--- config.mk ---
export PLATFORM = sky130hd
export DESIGN_NAME = regfile_sb
export DESIGN_NICKNAME = d
export VERILOG_FILES = /design/src/rtl/dlx_rf_pkg.sv /design/src/rtl/rf_row.sv /design/src/rtl/regfile_sb.sv
export SDC_FILE = /design/constraint.sdc
export NUM_CORES = 2
export LEC_CHECK = 0
export CELL_PAD_IN_SITES_DETAIL_PLACEMENT = 0
export CELL_PAD_IN_SITES_GLOBAL_PLACEMENT = 2
export CORE_ASPECT_RATIO = 1.1
export CORE_MARGIN = 1
export CORE_UTILIZATION = 40
export DETAILED_ROUTE_END_ITERATION = 8
export HOLD_SLACK_MARGIN = 0.05
export PLACE_DENSITY_LB_ADDON = 0.1
export SLEW_MARGIN = 20
export SYNTH_ARGS = -nofsm -noshare
export SYNTH_HDL_FRONTEND = slang
export SYNTH_SLANG_ARGS = --single-unit
--- constraint.sdc ---
create_clock -name clk -period 8.2 [get_ports clk]
set_clock_uncertainty 0.15 [all_clocks]
set_input_delay 1.23 -clock clk [delete_from_list [all_inputs] [get_ports clk]]
set_output_delay 1.23 -clock clk [all_outputs]
set_load 0.01 [all_outputs]
--- src/rtl/dlx_rf_pkg.sv ---
// Shared constants and the byte-merge helper for the scoreboarded register file.
package dlx_rf_pkg;

   localparam int RF_WIDTH    = 32;
   localparam int RF_DEPTH    = 32;
   localparam int RF_ZERO_REG = 1;
   localparam int RF_BYPASS   = 1;

   // The merge helper works on a fixed maximum width; callers zero-extend their
   // operands and truncate the result back to their own WIDTH.
   localparam int RF_MAX_W = 1024;
   localparam int RF_MAX_B = RF_MAX_W / 8;

   function automatic logic [RF_MAX_W-1:0] byte_merge(
      input logic [RF_MAX_W-1:0] old_val,
      input logic [RF_MAX_W-1:0] new_val,
      input logic [RF_MAX_B-1:0] be
   );
      logic [RF_MAX_W-1:0] merged;
      for (int k = 0; k < RF_MAX_B; k++) begin
         merged[8*k +: 8] = be[k] ? new_val[8*k +: 8] : old_val[8*k +: 8];
      end
      return merged;
   endfunction

endpackage

--- src/rtl/rf_row.sv ---
// One register row: byte-enabled storage plus its scoreboard busy bit.
module rf_row
   import dlx_rf_pkg::*;
#(
   parameter int WIDTH     = RF_WIDTH,
   parameter bit HARDWIRED = 1'b0,
   localparam int BW       = WIDTH / 8
) (
   input  logic             clk,
   input  logic             rst,
   input  logic             wr_hit,
   input  logic [WIDTH-1:0] wr_data,
   input  logic [BW-1:0]    wr_be,
   input  logic             rsv_hit,
   output logic [WIDTH-1:0] data,
   output logic             busy,
   output logic             busy_nxt
);

   // Next busy value: a reservation wins over the clearing write; a hardwired row never goes busy.
   always_comb begin
      busy_nxt = busy;
      if (rsv_hit) begin
         busy_nxt = 1'b1;
      end else if (wr_hit) begin
         busy_nxt = 1'b0;
      end
      if (HARDWIRED) begin
         busy_nxt = 1'b0;
      end
   end

   // Storage and busy update; reset overrides any write or reservation.
   always_ff @(posedge clk) begin
      if (rst) begin
         data <= '0;
         busy <= 1'b0;
      end else begin
         busy <= busy_nxt;
         if (wr_hit && !HARDWIRED) begin
            data <= WIDTH'(byte_merge(RF_MAX_W'(data), RF_MAX_W'(wr_data), RF_MAX_B'(wr_be)));
         end
      end
   end

endmodule

--- src/rtl/regfile_sb.sv ---
// Two-read, one-write register file with a per-register busy scoreboard,
// optional hardwired zero register and optional write-to-read forwarding.
module regfile_sb
   import dlx_rf_pkg::*;
#(
   parameter int WIDTH    = RF_WIDTH,
   parameter int DEPTH    = RF_DEPTH,
   parameter int ZERO_REG = RF_ZERO_REG,
   parameter int BYPASS   = RF_BYPASS,
   localparam int AW      = $clog2(DEPTH),
   localparam int BW      = WIDTH / 8
) (
   input  logic             clk,
   input  logic             rst,
   input  logic             wr_en,
   input  logic [AW-1:0]    wr_sel,
   input  logic [WIDTH-1:0] wr_data,
   input  logic [BW-1:0]    wr_be,
   input  logic             rsv_en,
   input  logic [AW-1:0]    rsv_sel,
   input  logic [AW-1:0]    rd_sel_a,
   input  logic [AW-1:0]    rd_sel_b,
   output logic [WIDTH-1:0] rd_data_a,
   output logic [WIDTH-1:0] rd_data_b,
   output logic             rd_busy_a,
   output logic             rd_busy_b,
   output logic [AW:0]      busy_count
);

   logic [WIDTH-1:0] row_data [DEPTH];
   logic [DEPTH-1:0] busy_vec;
   logic [DEPTH-1:0] busy_nxt_vec;
   logic [AW:0]      count_nxt;
   logic             legal_wr;
   logic             fwd_a;
   logic             fwd_b;
   logic [WIDTH-1:0] wr_merge;

   for (genvar i = 0; i < DEPTH; i++) begin : g_row
      logic wr_hit;
      logic rsv_hit;
      assign wr_hit  = wr_en  && (wr_sel  == AW'(i));
      assign rsv_hit = rsv_en && (rsv_sel == AW'(i));

      rf_row #(
         .WIDTH     (WIDTH),
         .HARDWIRED ((ZERO_REG != 0) && (i == 0))
      ) u_row (
         .clk      (clk),
         .rst      (rst),
         .wr_hit   (wr_hit),
         .wr_data  (wr_data),
         .wr_be    (wr_be),
         .rsv_hit  (rsv_hit),
         .data     (row_data[i]),
         .busy     (busy_vec[i]),
         .busy_nxt (busy_nxt_vec[i])
      );
   end

   // Read muxes with same-cycle forwarding of a write to a real (non-hardwired) register.
   always_comb begin
      legal_wr  = wr_en && !((ZERO_REG != 0) && (wr_sel == '0));
      fwd_a     = (BYPASS != 0) && legal_wr && (wr_sel == rd_sel_a);
      fwd_b     = (BYPASS != 0) && legal_wr && (wr_sel == rd_sel_b);
      wr_merge  = WIDTH'(byte_merge(RF_MAX_W'(row_data[wr_sel]), RF_MAX_W'(wr_data),
                                    RF_MAX_B'(wr_be)));
      rd_data_a = fwd_a ? wr_merge : row_data[rd_sel_a];
      rd_data_b = fwd_b ? wr_merge : row_data[rd_sel_b];
      rd_busy_a = busy_vec[rd_sel_a] & ~fwd_a;
      rd_busy_b = busy_vec[rd_sel_b] & ~fwd_b;
   end

   // Population count of the busy bits as they will be after this edge.
   always_comb begin
      count_nxt = '0;
      for (int i = 0; i < DEPTH; i++) begin
         count_nxt = count_nxt + (AW+1)'(busy_nxt_vec[i]);
      end
   end

   // Registered busy count, updated on the same edge as the busy bits.
   always_ff @(posedge clk) begin
      if (rst) begin
         busy_count <= '0;
      end else begin
         busy_count <= count_nxt;
      end
   end

endmodule

* Yosys cells after proc, flatten, opt, wreduce, memory -nomap -nowiden
Index checks and enable logic that the tools add are counted.
** Storage, ports and cells
- Bits in registers :: 1029
- Input bits :: 60
- Output and inout port bits :: 72
- Word-level logic and storage cells :: 534
** Operators by class
- Add/sub/neg operators :: 30
- Magnitude comparators :: 5
- Equal/unequal tests :: 64
- Mux-type cells :: 81
- Bitwise logic cells :: 7
- Reduce and logical (&&, ||, !) cells :: 191
** Operator list (count)
- binary-select mux 32 bit (select 5 bit) :: 3
- two-way mux 32 bit :: 8
- AND reduction 2 bit :: 124
- == test 5 bit, second input constant :: 32
- adder 6 x 1 -> 6 bit :: 25
- == test 5 x 4 -> 1 bit, second input constant :: 16
- logical AND 1 bit :: 65
- two-way mux 1 bit :: 64
- == test 5 x 3 -> 1 bit, second input constant :: 8
- two-way mux 8 bit :: 4
- == test 5 x 2 -> 1 bit, second input constant :: 4
- greater-or-equal comparator 6 bit, second input constant :: 3
- NOT 5 -> 6 bit :: 3
- less-than comparator 5 x 6 -> 1 bit, second input constant :: 2
- binary-select mux 1 bit (select 5 bit) :: 2
- == test 5 x 1 -> 1 bit, second input constant :: 2
- == test 5 bit :: 2
- adder 5 x 1 -> 6 bit :: 1
- adder 4 x 1 -> 5 bit :: 1
- logical NOT 5 bit :: 1
- adder 3 x 1 -> 4 bit :: 1
- adder 2 x 1 -> 3 bit :: 1
- adder 1 x 1 -> 2 bit :: 1
- bitwise AND 1 bit :: 2
- other kinds (2) :: 3

* Logic depth before layout (Yosys ltp)
- Depth in word-level cells :: 34
- Gate-level depth with buffers :: 24
- Mapped depth without buffers :: 20

* By module
A second synthesis with hierarchy kept.
** Unflattened totals
- Cell total of the unflattened synthesis :: 6960
- Area total of the unflattened synthesis :: 74756.7 µm²
** Modules (own cells, without submodules)
- rf_row at g_row[10].u_row ... :: instances 31, cells an instance 152, area an instance 1577.8 µm², sequential area each 660.6 µm²
- regfile_sb :: instances 1, cells an instance 2213, area an instance 25587.0 µm², sequential area each 120.1 µm²
- rf_row at g_row[0].u_row :: instances 1, cells an instance 35, area an instance 259.0 µm², sequential area each 0.0 µm²

* Worst setup path before layout
OpenSTA, ideal clock, no wires.
- Kind :: input to register
- Start :: input wr_sel[0]
- End :: register busy_count[4]
- Library setup time :: 0.128 ns
- Arrival :: 6.993 ns
- Required time :: 7.922 ns
- Setup slack :: 0.929 ns
- Stages on the path :: 23
- Buffers on the path :: 4
- Cells stage by stage :: buf_4 > buf_6 > buf_4 > nand2b_1 > buf_2 > nor3_4 > inv_1 > a22oi_1 > fa_1 > fa_1 > fa_1 > fa_1 > fa_1 > inv_1 > fa_1 > inv_1 > fa_1 > fa_1 > inv_1 > a21o_1 > a21oi_1 > xor2_1 > nor2_1
** Between the ends
- Cells in the longest elaborated chain, start to end :: 34
- Elaborated cells between the ends (all ways) :: 154
- Classes of those cells :: add/sub (30); eq/ne (31); mux (62); reduce/logical (31)
** RTL lines
- from (decl) :: line regfile_sb.sv:16 : input logic [AW-1:0] wr_sel,
- == test 5 x 1 -> 1 bit / == test 5 x 2 -> 1 bit (equally long branches) :: line regfile_sb.sv:42 : assign wr_hit = wr_en && (wr_sel == AW'(i));
- logical AND 1 bit :: line regfile_sb.sv:42
- two-way mux 1 bit :: line rf_row.sv:25 : end else if (wr_hit) begin
- two-way mux 1 bit :: line rf_row.sv:23 : if (rsv_hit) begin
- adder 1 x 1 -> 2 bit :: line regfile_sb.sv:78 : count_nxt = count_nxt + (AW+1)'(busy_nxt_vec[i]);
- adder 2 x 1 -> 3 bit :: line regfile_sb.sv:78
- adder 3 x 1 -> 4 bit :: line regfile_sb.sv:78
- adder 4 x 1 -> 5 bit :: line regfile_sb.sv:78
- adder 5 x 1 -> 6 bit :: line regfile_sb.sv:78
- adder 6 x 1 -> 6 bit (24 in series) :: line regfile_sb.sv:78
- adder 6 x 1 -> 6 bit (*) :: line regfile_sb.sv:78
- to (signal assigned) :: line regfile_sb.sv:87 : busy_count <= count_nxt;
- to (decl) :: line regfile_sb.sv:27 : output logic [AW:0] busy_count
Mark *: on every way between the ends. The rest lies on a longest branch, timed or not.
A chain may end at the register's enable or synchronous reset.

* Final worst setup path
- Start :: input wr_sel[0]
- End :: output rd_data_a[21]
** Between the ends
- Cells in the longest elaborated chain, start to end :: 6
- Elaborated cells between the ends (all ways) :: 11
- Classes of those cells :: eq/ne (1); mux (5); bitwise (1); reduce/logical (4)
** RTL lines
- NOT 5 -> 6 bit (not written as such) :: line regfile_sb.sv:66 : wr_merge = WIDTH'(byte_merge(RF_MAX_W'(row_data[wr_sel]), RF_MAX_W'(wr_data),
- binary-select mux 32 bit (select 5 bit) :: line regfile_sb.sv:66
- two-way mux 32 bit (not written as such) (2 in series) :: line regfile_sb.sv:66
- two-way mux 8 bit :: line dlx_rf_pkg.sv:21 : merged[8*k +: 8] = be[k] ? new_val[8*k +: 8] : old_val[8*k +: 8];
- two-way mux 32 bit (*) :: line regfile_sb.sv:68 : rd_data_a = fwd_a ? wr_merge : row_data[rd_sel_a];
- to (decl) :: line regfile_sb.sv:23 : output logic [WIDTH-1:0] rd_data_a,
Mark *: on every way between the ends. The rest lies on a longest branch, timed or not. The select of a mux whose other input is x is not followed.

==> results.toml <==
[detailed_routing]
drt_pass1_iterations = 9
drt-initial-drc-count = 9181
dr_total_vias = 63100
dr.max_layer_used = "met5"
met3_length_microns = 39100
wl_met1_microns = 130000
drt.antenna.violating_nets = 0
post-route-drc-count = 12
wl_microns = 332000
wl_met2_microns = 142000
routed_via_density = 6.92
wl_per_cell_microns = 36.4

[sta]
hold_ws_ps = 320
setup-tns-final_ps = 0
min_period_ps = 7350
fmax_ghz = 0.136
rsz0062_at_grt = "no"
period_share = 0.897
hold_viol_final = 0
maxSlewViolCount = 0
maxSlewHeadroom = 0.0970
setup_ws_ps = 846
tightest_slew_ps = 1330
setup_viol = 0

[floorplan]
start_util = 0.404
num_io_pins = 132
rows = 153
die_x_microns = 384
die-area_sq_um = 162000
core_area_sq_um = 159000
fp.dieH_microns = 422

[layout]
final_cells = 9111
final_nets = 6993
drive_gt1_frac = 0.181
area_growth_pct = 10.6

[placement]
portBuffers = 131
place.gp.congestion = 0.964
placedCellCount = 8872
dp_hpwl_microns = 212000
dp_slack_ps = 416

[min_path]
min_path_type = "reg2reg"

[power]
finalPower_mw = 12.3
leakage_nw = 22.5
power_density_nw_per_um2 = 174
peakVddDrop_v = 0.000168

[critical_path]
critical_path.most_common_cell = "buf_4"
slowest_delay_ps = 960
worst-path-max-fanout = 28
critPathKind = "in2out"
arrival_ps = 5970
path_buf_inv = 4
slowest_stage = "and2_1"
cp-end-kind = "output port"
critPathRequiredTime_ps = 6820
startpoint_type = "input pin"
crit_family = "buffers and inverters"
path_cells = "buf_8 > buf_4 > buf_4 > and2_1 > a22o_1 > a22oi_1 > a311o_1 > o21ai_1 > clkdlybuf4s50_1"

[global_routing]
track_usage = 0.397
grt_pass1_wl_microns = 461000
grt-ovfl-total = 0
grt_pass1_vias = 58500
antenna_found_initial = 23
grt_max_degree = 188

[synth]
yosys.cell_types.count = 80
synth_edf_count = 0
syn_nets = 7251
synth_fa_ha_area_frac = 0.00855
yosysWarnings = 0
synth_top_family_by_area = "multiplexers"
syn_avg_cell_area_sq_um = 8.95
synth_area_sq_um = 64100
netlist_instances = 7161
muxShareOfSynthArea = 0.266
yosys.area_share.simple = 0.184
yosysSeqAreaShare = 0.321
synth-seq-cells = 1029
synthArstFlopShare = 0
synth-main-ff-cell = "dfxtp_1"
synth-compound-area-share = 0.158
synth_xor_area_frac = 0.00178

[outcome]
outcome = "complete, but fails checks"
violations = "design-rule violations"

[clock_tree]
clock_latency_ps = 780
cts_tree = "yes"
clk_transition_reported_paths_ps = 60
cts_num_sinks = 1029
cts_buffers = 121
post_cts_buffers = 0
root_buffer = "clkbuf_16"
cts_buffer_depth = 3
postCtsHoldBufs = 0
htree_levels = 3
cts_resized = 0

[job]
drv_cap = 0
==> stage by stage <==
step / cell area, sq um / utilization
3_3_place_gp: 66800 / 0.422
4_1_cts: 70900 / 0.447
5_1_grt: 70900 / 0.447
2_1_floorplan: 64100 / -
3_5_place_dp: 66800 / 0.422
6_report: 70900 / 0.447
==> synthesized netlist by cell type (31+ instances only) <==
library cell,number,share of area
o22ai_1,98,0.0096
nor2_1,116,0.0068
o21ai_0,146,0.011
inv_1,59,0.0035
o211ai_1,31,0.0036
nor2b_1,77,0.0075
dfxtp_1,1029,0.32
buf_4,83,0.0097
a21oi_1,1023,0.080
nand3_1,1002,0.078
a211oi_1,47,0.0055
o31ai_1,36,0.0042
mux4_2,594,0.21
clkbuf_1,401,0.023
nand2_1,1268,0.074
mux2i_1,228,0.036
a22oi_1,122,0.014
mux2_2,123,0.022
buf_2,224,0.017
==> worst paths after layout <==
path	startpoint	endpoint	slack, ps	cells after the start
worst max-delay path	wr_sel[0]	rd_data_a[21]	850	9
worst min-delay path	g_row[1].u_row.data[28]	g_row[1].u_row.data[28]	320	2
worst max register to register	g_row[16].u_row.busy	busy_count[4]	2560	18
worst min register to register	g_row[1].u_row.data[28]	g_row[1].u_row.data[28]	320	2
==> registers in the layout, indices dropped and copies added (netlist names) <==
signal	cells
g_row.u_row.busy	31
busy_count	6
g_row.u_row.data	992
==> power breakdown <==
part           switching [mW]  internal, mW  total [mW]  leakage [nW]
logic                    1.18         0.442        1.62          12.2
clock network            2.47          3.19        5.65          2.00
registers              0.0238          5.02        5.05          8.29
==> kinds of logic after synthesis <==
| group | count (synthesis) |
|---|---|
| DFF | 1029 |
| and+or+nand+nor | 2612 |
| AOI/OAI and AO/OA | 1711 |
| adders and majority gates | 30 |
| muxes | 945 |
| xor gates and xnor gates | 13 |
| buffers and inverters | 821 |
==> tightest hold or removal path, cell delays in order (launching register included) <==
cell and delay, ps:
dfxtp_1 310, nand2_1 50, a21oi_1 50
==> cell type report <==
type,instances,area [sq um]
inverter,64,240
fill,15600,87600
antenna,15,37.5
sequential,1029,20600
clock inverter,49,457
multi-input combinational,5311,40000
clock buffer,175,3560
tap,2092,2620
timing repair buffer,376,3440
==> metal layers <==
metal	vias to the layer above	GRT usage
met5	-	0.00329
met4	20	0.234
met3	901	0.112
met2	4141	0.572
met1	31900	0.527
li1	26100	-
==> layout by cell type, fill, tap and decap left out, drive strengths merged, types with 8 or more instances in the layout <==
cell / instances
inv: 64
clkinv: 38
clkbuf: 179
clkdlybuf4s50: 112
o22a: 8
nand2: 1269
nor2: 128
o311ai: 13
nand4: 25
fa: 23
a2bb2oi: 10
xor2: 12
o22ai: 98
mux4: 594
a41oi: 19
nand2b: 22
a32oi: 29
a221o: 22
dfxtp: 1029
o31ai: 36
a211oi: 47
mux2: 123
o211ai: 31
nor2b: 77
diode: 15
mux2i: 228
a2111o: 9
a22o: 22
a221oi: 14
a2111oi: 23
nor3: 38
o21ai: 150
and2: 14
nand3: 1003
a22oi: 122
buf: 260
a21oi: 1023
Power figures use the tool's default switching activity.
